### config.mk
export PLATFORM = sky130hd
export DESIGN_NAME = sd_card_responder_flat
export DESIGN_NICKNAME = d
export VERILOG_FILES = /design/src/rtl/sd_card_responder_if.sv /design/src/rtl/sd_card_responder.sv /design/src/flat_wrapper.sv
export SDC_FILE = /design/constraint.sdc
export NUM_CORES = 1
export LEC_CHECK = 0
export CORE_MARGIN = 5
export CORE_UTILIZATION = 30
export CTS_CLUSTER_SIZE = 28
export DETAILED_ROUTE_END_ITERATION = 8
export PLACE_DENSITY = 0.51
export RECOVER_POWER = 25
export SKIP_LAST_GASP = 1
export SYNTH_ARGS = -nofsm -noshare
export SYNTH_HDL_FRONTEND = slang
export SYNTH_SLANG_ARGS = --single-unit
### constraint.sdc
create_clock -name i_clock -period 6.8 [get_ports i_clock]
set_clock_uncertainty 0.15 [all_clocks]
set_input_delay 1.02 -clock i_clock [delete_from_list [all_inputs] [get_ports i_clock]]
set_output_delay 1.02 -clock i_clock [all_outputs]
set_load 0.1 [all_outputs]
### src/rtl/sd_card_responder_if.sv
// sd_card_responder_if: SD CMD-line pins plus the command/response handshake
// between the responder and a local card model.
interface sd_card_responder_if;
  logic        i_sd_clk;
  logic        i_sd_cmd;
  logic        o_sd_cmd;
  logic        o_sd_cmd_oe;
  logic        o_cmd_valid;
  logic [5:0]  o_cmd_index;
  logic [31:0] o_cmd_arg;
  logic        i_resp_valid;
  logic        i_resp_none;
  logic [5:0]  i_resp_index;
  logic [31:0] i_resp_data;
  logic        o_error;

  modport slave (
    input  i_sd_clk, i_sd_cmd, i_resp_valid, i_resp_none, i_resp_index, i_resp_data,
    output o_sd_cmd, o_sd_cmd_oe, o_cmd_valid, o_cmd_index, o_cmd_arg, o_error
  );

  modport master (
    output i_sd_clk, i_sd_cmd, i_resp_valid, i_resp_none, i_resp_index, i_resp_data,
    input  o_sd_cmd, o_sd_cmd_oe, o_cmd_valid, o_cmd_index, o_cmd_arg, o_error
  );
endinterface

### src/rtl/sd_card_responder.sv
// sd_card_responder: card-side SD CMD-line responder (deframe, hand off, reply).
// Define SD_RESPONDER_CRC_CHECK_EN to drop received frames whose CRC7 mismatches.
module sd_card_responder #(
  parameter int NCR = 2
) (
  input  logic               i_clock,
  input  logic               i_reset,
  sd_card_responder_if.slave bus
);

  typedef enum logic [2:0] {IDLE, RECV, PEND, NCR_WAIT, SEND} state_t;

  localparam logic [6:0] NCR_LAST = 7'(NCR - 1);
  localparam logic [6:0] NCR_DONE = 7'(NCR);

  function automatic logic [6:0] crc7_step(input logic [6:0] crc, input logic din);
    logic fb;
    fb = din ^ crc[6];
    return {crc[5:0], fb} ^ {3'b000, fb, 3'b000};
  endfunction

  function automatic logic [6:0] crc7_block(input logic [39:0] bits);
    logic [6:0] c;
    c = '0;
    for (int i = 39; i >= 0; i--) c = crc7_step(c, bits[i]);
    return c;
  endfunction

  state_t      state_q, state_d;
  logic        sclk_p0, sclk_p1, sclk_p2, cmd_p0, cmd_p1;
  logic        rise, fall;
  logic [5:0]  bit_cnt_q;
  logic [6:0]  ncr_cnt_q;
  logic [37:0] rx_sh_q;
  logic [47:0] tx_sh_q;
  logic [39:0] resp_body;
  logic        drop_frame, crc_bad, err_q;
  logic        cmd_q, cmd_oe_q;
  logic [5:0]  index_q;
  logic [31:0] arg_q;

  // Stage p0/p1: two-flop synchronisers; p2 holds the previous SD_CLK for edge detect
  always_ff @(posedge i_clock or posedge i_reset) begin
    if (i_reset) begin
      sclk_p0 <= 1'b0;
      sclk_p1 <= 1'b0;
      sclk_p2 <= 1'b0;
      cmd_p0  <= 1'b1;
      cmd_p1  <= 1'b1;
    end else begin
      sclk_p0 <= bus.i_sd_clk;
      sclk_p1 <= sclk_p0;
      sclk_p2 <= sclk_p1;
      cmd_p0  <= bus.i_sd_cmd;
      cmd_p1  <= cmd_p0;
    end
  end

  assign rise = sclk_p1 & ~sclk_p2;
  assign fall = ~sclk_p1 & sclk_p2;

`ifdef SD_RESPONDER_CRC_CHECK_EN
  logic [6:0] rx_crc_calc_q, rx_crc_field_q;

  always_ff @(posedge i_clock) begin
    if (state_q == IDLE && rise && !cmd_p1) rx_crc_calc_q <= '0;
    else if (state_q == RECV && rise) begin
      if (bit_cnt_q <= 6'd39) rx_crc_calc_q <= crc7_step(rx_crc_calc_q, cmd_p1);
      if (bit_cnt_q >= 6'd40 && bit_cnt_q <= 6'd46) rx_crc_field_q <= {rx_crc_field_q[5:0], cmd_p1};
    end
  end

  assign crc_bad = (rx_crc_calc_q != rx_crc_field_q);
`else
  assign crc_bad = 1'b0;
`endif

  always_ff @(posedge i_clock or posedge i_reset) begin
    if (i_reset) state_q <= IDLE;
    else         state_q <= state_d;
  end

  always_comb begin
    state_d    = state_q;
    drop_frame = 1'b0;
    case (state_q)
      IDLE: if (rise && !cmd_p1) state_d = RECV;
      RECV: if (rise) begin
        // A zero transmission bit is another card's response, not ours to flag
        if (bit_cnt_q == 6'd1 && !cmd_p1) state_d = IDLE;
        else if (bit_cnt_q == 6'd47) begin
          if (!cmd_p1 || crc_bad) begin
            state_d    = IDLE;
            drop_frame = 1'b1;
          end else begin
            state_d = PEND;
          end
        end
      end
      PEND:     if (bus.i_resp_valid) state_d = bus.i_resp_none ? IDLE : NCR_WAIT;
      NCR_WAIT: if (fall && ncr_cnt_q == NCR_DONE) state_d = SEND;
      SEND:     if (fall && bit_cnt_q == 6'd48) state_d = IDLE;
      default:  state_d = IDLE;
    endcase
  end

  always_comb begin
    bus.o_cmd_valid = (state_q == PEND);
    bus.o_error     = err_q;
    bus.o_sd_cmd    = cmd_q;
    bus.o_sd_cmd_oe = cmd_oe_q;
    bus.o_cmd_index = index_q;
    bus.o_cmd_arg   = arg_q;
  end

  always_ff @(posedge i_clock or posedge i_reset) begin
    if (i_reset) begin
      bit_cnt_q <= '0;
      ncr_cnt_q <= '0;
      err_q     <= 1'b0;
      cmd_q     <= 1'b1;
      cmd_oe_q  <= 1'b0;
      index_q   <= '0;
      arg_q     <= '0;
    end else begin
      err_q <= drop_frame;
      case (state_q)
        IDLE: if (rise && !cmd_p1) bit_cnt_q <= 6'd1;
        RECV: if (rise) begin
          bit_cnt_q <= bit_cnt_q + 6'd1;
          if (state_d == PEND) begin
            index_q <= rx_sh_q[37:32];
            arg_q   <= rx_sh_q[31:0];
          end
        end
        PEND: ncr_cnt_q <= '0;
        NCR_WAIT: if (fall) begin
          ncr_cnt_q <= ncr_cnt_q + 7'd1;
          if (ncr_cnt_q == NCR_LAST) begin
            cmd_oe_q <= 1'b1;
            cmd_q    <= 1'b1;
          end
          if (ncr_cnt_q == NCR_DONE) begin
            cmd_q     <= tx_sh_q[47];
            bit_cnt_q <= 6'd1;
          end
        end
        SEND: if (fall) begin
          if (bit_cnt_q == 6'd48) begin
            cmd_oe_q <= 1'b0;
            cmd_q    <= 1'b1;
          end else begin
            cmd_q     <= tx_sh_q[47];
            bit_cnt_q <= bit_cnt_q + 6'd1;
          end
        end
        default: ;
      endcase
    end
  end

  assign resp_body = {2'b00, bus.i_resp_index, bus.i_resp_data};

  // Only index and argument bits (2..39) are kept; the CRC field is consumed by the counter
  always_ff @(posedge i_clock) begin
    if (state_q == RECV && rise && bit_cnt_q >= 6'd2 && bit_cnt_q <= 6'd39)
      rx_sh_q <= {rx_sh_q[36:0], cmd_p1};
    if (state_q == PEND && bus.i_resp_valid && !bus.i_resp_none)
      tx_sh_q <= {resp_body, crc7_block(resp_body), 1'b1};
    else if (fall && ((state_q == NCR_WAIT && ncr_cnt_q == NCR_DONE) || state_q == SEND))
      tx_sh_q <= {tx_sh_q[46:0], 1'b0};
  end

endmodule

### src/flat_wrapper.sv
// flat-port wrapper written by rule: the top's interface ports become plain ports
module sd_card_responder_flat 
#(
  parameter int NCR = 2
)
  (i_clock, i_reset, bus_i_sd_clk, bus_i_sd_cmd, bus_i_resp_valid, bus_i_resp_none, bus_i_resp_index, bus_i_resp_data, bus_o_sd_cmd, bus_o_sd_cmd_oe, bus_o_cmd_valid, bus_o_cmd_index, bus_o_cmd_arg, bus_o_error);
  sd_card_responder_if bus_i ();
  input  logic i_clock;
  input  logic i_reset;
  input wire logic [$bits(bus_i.i_sd_clk)-1:0] bus_i_sd_clk;
  input wire logic [$bits(bus_i.i_sd_cmd)-1:0] bus_i_sd_cmd;
  input wire logic [$bits(bus_i.i_resp_valid)-1:0] bus_i_resp_valid;
  input wire logic [$bits(bus_i.i_resp_none)-1:0] bus_i_resp_none;
  input wire logic [$bits(bus_i.i_resp_index)-1:0] bus_i_resp_index;
  input wire logic [$bits(bus_i.i_resp_data)-1:0] bus_i_resp_data;
  output wire logic [$bits(bus_i.o_sd_cmd)-1:0] bus_o_sd_cmd;
  output wire logic [$bits(bus_i.o_sd_cmd_oe)-1:0] bus_o_sd_cmd_oe;
  output wire logic [$bits(bus_i.o_cmd_valid)-1:0] bus_o_cmd_valid;
  output wire logic [$bits(bus_i.o_cmd_index)-1:0] bus_o_cmd_index;
  output wire logic [$bits(bus_i.o_cmd_arg)-1:0] bus_o_cmd_arg;
  output wire logic [$bits(bus_i.o_error)-1:0] bus_o_error;
  assign bus_i.i_sd_clk = bus_i_sd_clk;
  assign bus_i.i_sd_cmd = bus_i_sd_cmd;
  assign bus_i.i_resp_valid = bus_i_resp_valid;
  assign bus_i.i_resp_none = bus_i_resp_none;
  assign bus_i.i_resp_index = bus_i_resp_index;
  assign bus_i.i_resp_data = bus_i_resp_data;
  assign bus_o_sd_cmd = bus_i.o_sd_cmd;
  assign bus_o_sd_cmd_oe = bus_i.o_sd_cmd_oe;
  assign bus_o_cmd_valid = bus_i.o_cmd_valid;
  assign bus_o_cmd_index = bus_i.o_cmd_index;
  assign bus_o_cmd_arg = bus_i.o_cmd_arg;
  assign bus_o_error = bus_i.o_error;
  sd_card_responder #(.NCR(NCR)) u_core (.i_clock(i_clock), .i_reset(i_reset), .bus(bus_i));
endmodule
==> flow_metrics.tcl, run 1 <==
set metrics [dict create \
    io_pins 86 \
    layout_commonest_cell "edfxtp_1" \
    finalMaxSlewViolations 63 \
    cp.required_ns 6.38 \
    postCtsHoldBufs 0 \
    min_path_type "reg -> reg" \
    antenna_left 0 \
    hold_viol 0 \
    syn_nets 498 \
    path_class "in -> async" \
    async_flop_share 0.419 \
    startpoint_type "primary input" \
    synth_edf_count 83 \
    fin_setup_tns_ns 0 \
    leakagePower_nw 3.25 \
    synth.top_cells.by_area "edfxtp_1 38%, dfrtp_1 22%, mux2_2 6.5%" \
    cts_root_buffer "clkbuf_16" \
    wl_per_cell_microns 16.3 \
    synth_area_sq_mm 0.00657 \
    dpl.hpwl_microns 9260 \
    failed_checks "max-capacitance violations, max-slew violations" \
    post-cts-setup-buffers 0 \
    final_cell_mix "83 x edfxtp_1, 82 x clkdlybuf4s50_1, 59 x dfrtp_1" \
    min_period_ns 4.52 \
    vdd_drop_max_mv 0.182 \
    drt-total-wl_microns 13600 \
    maxCapViolCount 1 \
    clock_latency_ns 0.42 \
    initial_core_util 0.303 \
    dr_total_vias 3921 \
    grt_overflow 0 \
    vias_per_cell 4.71 \
    grt_pass1_vias 3993 \
    grt_start_max_net_pins 63 \
    cts_buffer_depth 2 \
    cts-resized-gates 0 \
    grt_first_pass_wirelength_microns 21600 \
    core-area_sq_mm 0.0217 \
    yosys_warnings 0 \
    tightest_slew_ns 3.50 \
    final_cell_area_sq_mm 0.00836 \
    die_h_microns 158 \
    path_clk_slew_ns 0.07 \
    synth_top_area_frac 0.380 \
    yosysSeqAreaShare 0.626 \
    finalSetupViolations 0 \
    cp_max_fo 62 \
    placementRows 54 \
    post_dp_cell_area_sq_mm 0.00778 \
    clock_sinks 148 \
    track_usage 0.112 \
    routabilityCongestion 0.753 \
    slew_headroom -1.33 \
    timing.fmax_ghz 0.221 \
    area_growth_pct 27.3 \
    end_kind "async pin" \
    diodes 0 \
    die_w_microns 158 \
    synth_top_cell_by_area "edfxtp_1" \
    drive_above_1_share 0.165 \
    antenna_found_initial 0 \
    cts_buffers 17 \
    worst_ep_arrival_time_ns 4.09 \
    cts_tree "built" \
    portBuffers 85 \
    cts-htree-levels 4 \
    fin_crit_sh 0.664 \
    rsz0062_at_grt "no" \
    status "complete, but fails checks" \
    yosysUniqueCellTypes 49 \
    nNetsFinal 590 \
    ys_ff_latch 148 \
    die-area_sq_mm 0.0249 \
    synth_cells 447 \
    first_pass_iters 4 \
    drtIter0Drc 231 \
    syn_area_per_cell_sq_um 14.7 \
    powerDensity_mw_per_mm2 449 \
    synth-main-ff-cell "edfxtp_1" \
    drc 0 \
]
[critical path: stages]
cell	delay [ns]
dlygate4sd3_1	0.54
clkinv_1	0.05
clkbuf_1	2.45
[per-layer routing]
metal / routed length [microns] / track usage
met5: 0 / 0
met1: 6460 / 0.151
met4: 181 / 0.0422
met3: 722 / 0.0320
met2: 6220 / 0.173
[final timing paths]
kind	to	cells past startpoint	slack, ns	start
worst max register to register	u_core.tx_sh_q[17]$_DFFE_PP_	6	3.23	u_core.ncr_cnt_q[3]$_DFFE_PP0P_
min in group asynchronous	u_core.bus.o_cmd_arg[19]$_DFFE_PP0P_	3	2.25	i_reset
worst min-delay path	u_core.sclk_p1$_DFF_PP0_	0	0.19	u_core.sclk_p0$_DFF_PP0_
worst max-delay path	u_core.ncr_cnt_q[5]$_DFFE_PP0P_	3	2.28	i_reset
max in group i_clock	bus_o_cmd_valid	3	2.74	u_core.state_q[2]$_DFF_PP0_
worst min register to register	u_core.sclk_p1$_DFF_PP0_	0	0.19	u_core.sclk_p0$_DFF_PP0_
[layout make-up]
type                       instances  area [sq um]
fill                            2025         13300
sequential                       148          4110
multi-input combinational        272          2390
timing repair buffer              90           885
clock buffer                      20           468
tap                              280           350
clock inverter                    12           118
inverter                          10          37.5
[state kept, by name, indices dropped and copies added (netlist names)]
signal / cells
u_core.bus.o_sd_cmd: 1
u_core.tx_sh_q: 48
u_core.state_q: 3
u_core.bit_cnt_q: 6
u_core.bus.o_cmd_arg: 32
u_core.cmd_p1: 1
u_core.ncr_cnt_q: 7
u_core.cmd_p0: 1
u_core.sclk_p0: 1
u_core.rx_sh_q: 38
u_core.sclk_p2: 1
u_core.sclk_p1: 1
u_core.bus.o_cmd_index: 6
u_core.bus.o_sd_cmd_oe: 1
u_core.bus.o_error: 1
[power by group]
| group | internal (mW) | switching [mW] | leakage [nW] |
|---|---|---|---|
| Clock | 0.542 | 0.382 | 0.289 |
| Sequential | 1.12 | 0.105 | 1.59 |
| Combinational | 0.509 | 1.09 | 1.37 |
[per-stage QoR]
stage | cells | utilization | hold slack, ns | setup WS, ns | power (mW)
2_1_floorplan | 447 | - | 0.181 | 2.53 | 2.48
3_3_place_gp | 800 | 0.359 | 0.186 | 2.85 | 2.85
3_5_place_dp | 800 | 0.359 | 0.187 | 2.82 | 2.86
4_1_cts | 832 | 0.386 | 0.198 | 2.71 | 3.80
5_1_grt | 832 | 0.385 | 0.210 | 1.38 | 3.92
6_report | 832 | 0.385 | 0.193 | 2.28 | 3.75
[cell usage after synthesis (2+ instances only)]
| library cell | instances |
|---|---|
| edfxtp_1 | 83 |
| dfrtp_1 | 59 |
| mux2_2 | 38 |
| a22o_1 | 37 |
| xnor2_1 | 36 |
| nand2_1 | 22 |
| o21ai_0 | 21 |
| clkbuf_1 | 16 |
| nor2_1 | 14 |
| xor2_1 | 14 |
| inv_1 | 10 |
| nand3_1 | 10 |
| xnor3_1 | 9 |
| a21oi_1 | 7 |
| ha_1 | 7 |
| nand2b_1 | 4 |
| o31ai_1 | 4 |
| xnor3_2 | 4 |
| xor3_1 | 4 |
| dfstp_2 | 3 |
| dfxtp_1 | 3 |
| nor2b_1 | 3 |
| o21ai_1 | 3 |
| or2_2 | 3 |
| or3_1 | 3 |
| a31oi_1 | 2 |
| nand3b_1 | 2 |
| nand4_1 | 2 |
| nor3b_1 | 2 |
| o21a_1 | 2 |
| o22ai_1 | 2 |
[cells by family (layout without fill, tap and decap cells)]
kind of cell	count (synthesis)	after routing	share of synthesized area
AOI/OAI and AO/OA	83	83	0.0901
xor gates and xnor gates	69	69	0.132
adders and majority gates	7	7	0.0133
buffers and inverters	27	132	0.0154
DFF	148	148	0.626
muxes	39	39	0.0667
and+or+nand+nor	74	74	0.0572
No activity file was read; power rests on OpenSTA's default activity.
==> run 2, diff against run 1 <==
==> constraint.sdc (replaced) <==
create_clock -name i_clock -period 4.4 [get_ports i_clock]
set_clock_uncertainty 0.15 [all_clocks]
set_input_delay 0.66 -clock i_clock [delete_from_list [all_inputs] [get_ports i_clock]]
set_output_delay 0.66 -clock i_clock [all_outputs]
set_load 0.1 [all_outputs]
==> flow_metrics.tcl, run 2 (synthesized netlist as in run 1, its figures left out) <==
set metrics [dict create \
    area_growth_pct 27.3 \
    dr_total_vias 3920 \
    leakagePower_nw 3.25 \
    track_usage 0.116 \
    timing.fmax_ghz 0.310 \
    hold_viol 0 \
    layout_commonest_cell "edfxtp_1" \
    cts_buffer_depth 2 \
    finalSetupViolations 0 \
    antenna_found_initial 0 \
    die_h_microns 158 \
    postCtsHoldBufs 0 \
    cts_root_buffer "clkbuf_16" \
    cts-resized-gates 0 \
    drive_above_1_share 0.172 \
    finalMaxSlewViolations 41 \
    antenna_left 0 \
    dpl.hpwl_microns 9590 \
    cp.required_ns 4.41 \
    status "complete, but fails checks" \
    placementRows 54 \
    cts_buffers 17 \
    startpoint_type "primary input" \
    final_cell_area_sq_mm 0.00836 \
    grt_pass1_vias 4078 \
    min_path_type "reg -> reg" \
    post-cts-setup-buffers 0 \
    cts_tree "built" \
    failed_checks "max-capacitance violations, max-slew violations" \
    die-area_sq_mm 0.0249 \
    wl_per_cell_microns 16.7 \
    portBuffers 85 \
    n_fill_cell 2033 \
    largest-register "u_core.tx_sh_q" \
    rsz0062_at_grt "no" \
    maxCapViolCount 1 \
    clock_latency_ns 0.42 \
    largest_register_ffs 48 \
    cp_max_fo 3 \
    path_class "in -> reg" \
    diodes 0 \
    path_clk_slew_ns 0.07 \
    routabilityCongestion 0.780 \
    hold_ws_ns 0.211 \
    end_kind "flop" \
    stdcell_count 833 \
    initial_core_util 0.303 \
    fin_setup_tns_ns 0 \
    cts-htree-levels 4 \
    drc 0 \
    grt_overflow 0 \
    core-area_sq_mm 0.0217 \
    tightest_slew_ns 1.55 \
    min_period_ns 3.22 \
    grt_start_max_net_pins 52 \
    vias_per_cell 4.71 \
    grt_first_pass_wirelength_microns 22200 \
    first_pass_iters 6 \
    final_cell_mix "83 x edfxtp_1, 81 x clkdlybuf4s50_1, 59 x dfrtp_1" \
    post_dp_cell_area_sq_mm 0.00778 \
    drtIter0Drc 180 \
    drt-total-wl_microns 13900 \
    dp_cells 801 \
    io_pins 86 \
    worst_ep_arrival_time_ns 3.23 \
    fin_crit_sh 0.732 \
    vdd_drop_max_mv 0.285 \
    slew_headroom -0.0332 \
    die_w_microns 158 \
    clock_sinks 148 \
    powerDensity_mw_per_mm2 690 \
    nNetsFinal 591 \
]
==> run 2: cell count changes in the layout (fill, tap and decap cells not counted), moves of 2 or more <==
| cell | change |
|---|---|
| buf_4 | +3 |
| clkbuf_1 | -2 |
| clkinv_2 | -2 |
| clkinv_8 | +2 |
==> run 2: metrics by stage <==
stage	util	power (mW)	worst slack (ns)
floorplan	-	3.83	0.133
global placement	0.359	4.40	0.814
CTS	0.385	5.85	1.19
global route	0.385	6.03	1.05
detailed placement	0.359	4.43	0.736
finish	0.385	5.77	1.18
==> run 2: final timing paths <==
kind / slack (ns) / to / startpoint / depth (start not counted)
max in group asynchronous: 2.01 / u_core.bus.o_cmd_arg[5]$_DFFE_PP0P_ / i_reset / 3
min in group asynchronous: 1.00 / u_core.bus.o_cmd_arg[14]$_DFFE_PP0P_ / i_reset / 2
max reg2reg: 1.55 / u_core.tx_sh_q[36]$_DFFE_PP_ / u_core.state_q[1]$_DFF_PP0_ / 5
max: 1.18 / u_core.tx_sh_q[5]$_DFFE_PP_ / bus_i_resp_index[2] / 7
min reg2reg: 0.21 / u_core.cmd_p1$_DFF_PP1_ / u_core.cmd_p0$_DFF_PP1_ / 0
min: 0.21 / u_core.cmd_p1$_DFF_PP1_ / u_core.cmd_p0$_DFF_PP1_ / 0
==> run 2: metal layers <==
| metal | vias up | wire length [microns] | track usage |
|---|---|---|---|
| met1 | 1970 | 6490 | 0.155 |
| met5 | - | 0 | 0 |
| met3 | 12 | 785 | 0.0385 |
| li1 | 1835 | - | - |
| met4 | 0 | 153 | 0.0357 |
| met2 | 103 | 6450 | 0.179 |
==> run 2: area by class of cell <==
class / instances / area (sq um) / area share
multi-input combinational: 272 / 2390 / 0.286
clock inverter: 14 / 140 / 0.0168
tap: 280 / 350 / 0.0419
inverter: 10 / 37.5 / 0.00449
clock buffer: 18 / 439 / 0.0525
sequential: 148 / 4110 / 0.491
timing repair buffer: 91 / 893 / 0.107
==> run 2: where the power goes <==
| group | switching (mW) | leakage, nW | internal, mW | total, mW |
|---|---|---|---|---|
| sequential | 0.169 | 1.59 | 1.74 | 1.90 |
| combinational | 1.69 | 1.38 | 0.787 | 2.47 |
| clock | 0.630 | 0.278 | 0.764 | 1.39 |
| total | 2.48 | 3.25 | 3.29 | 5.77 |
==> run 2: critical path: stages <==
cell and delay [ns]:
clkdlybuf4s50_1 0.52, xnor3_2 0.49, xnor3_2 0.45, xnor3_1 0.41, xnor3_1 0.25, xor3_1 0.39, o21ai_1 0.06
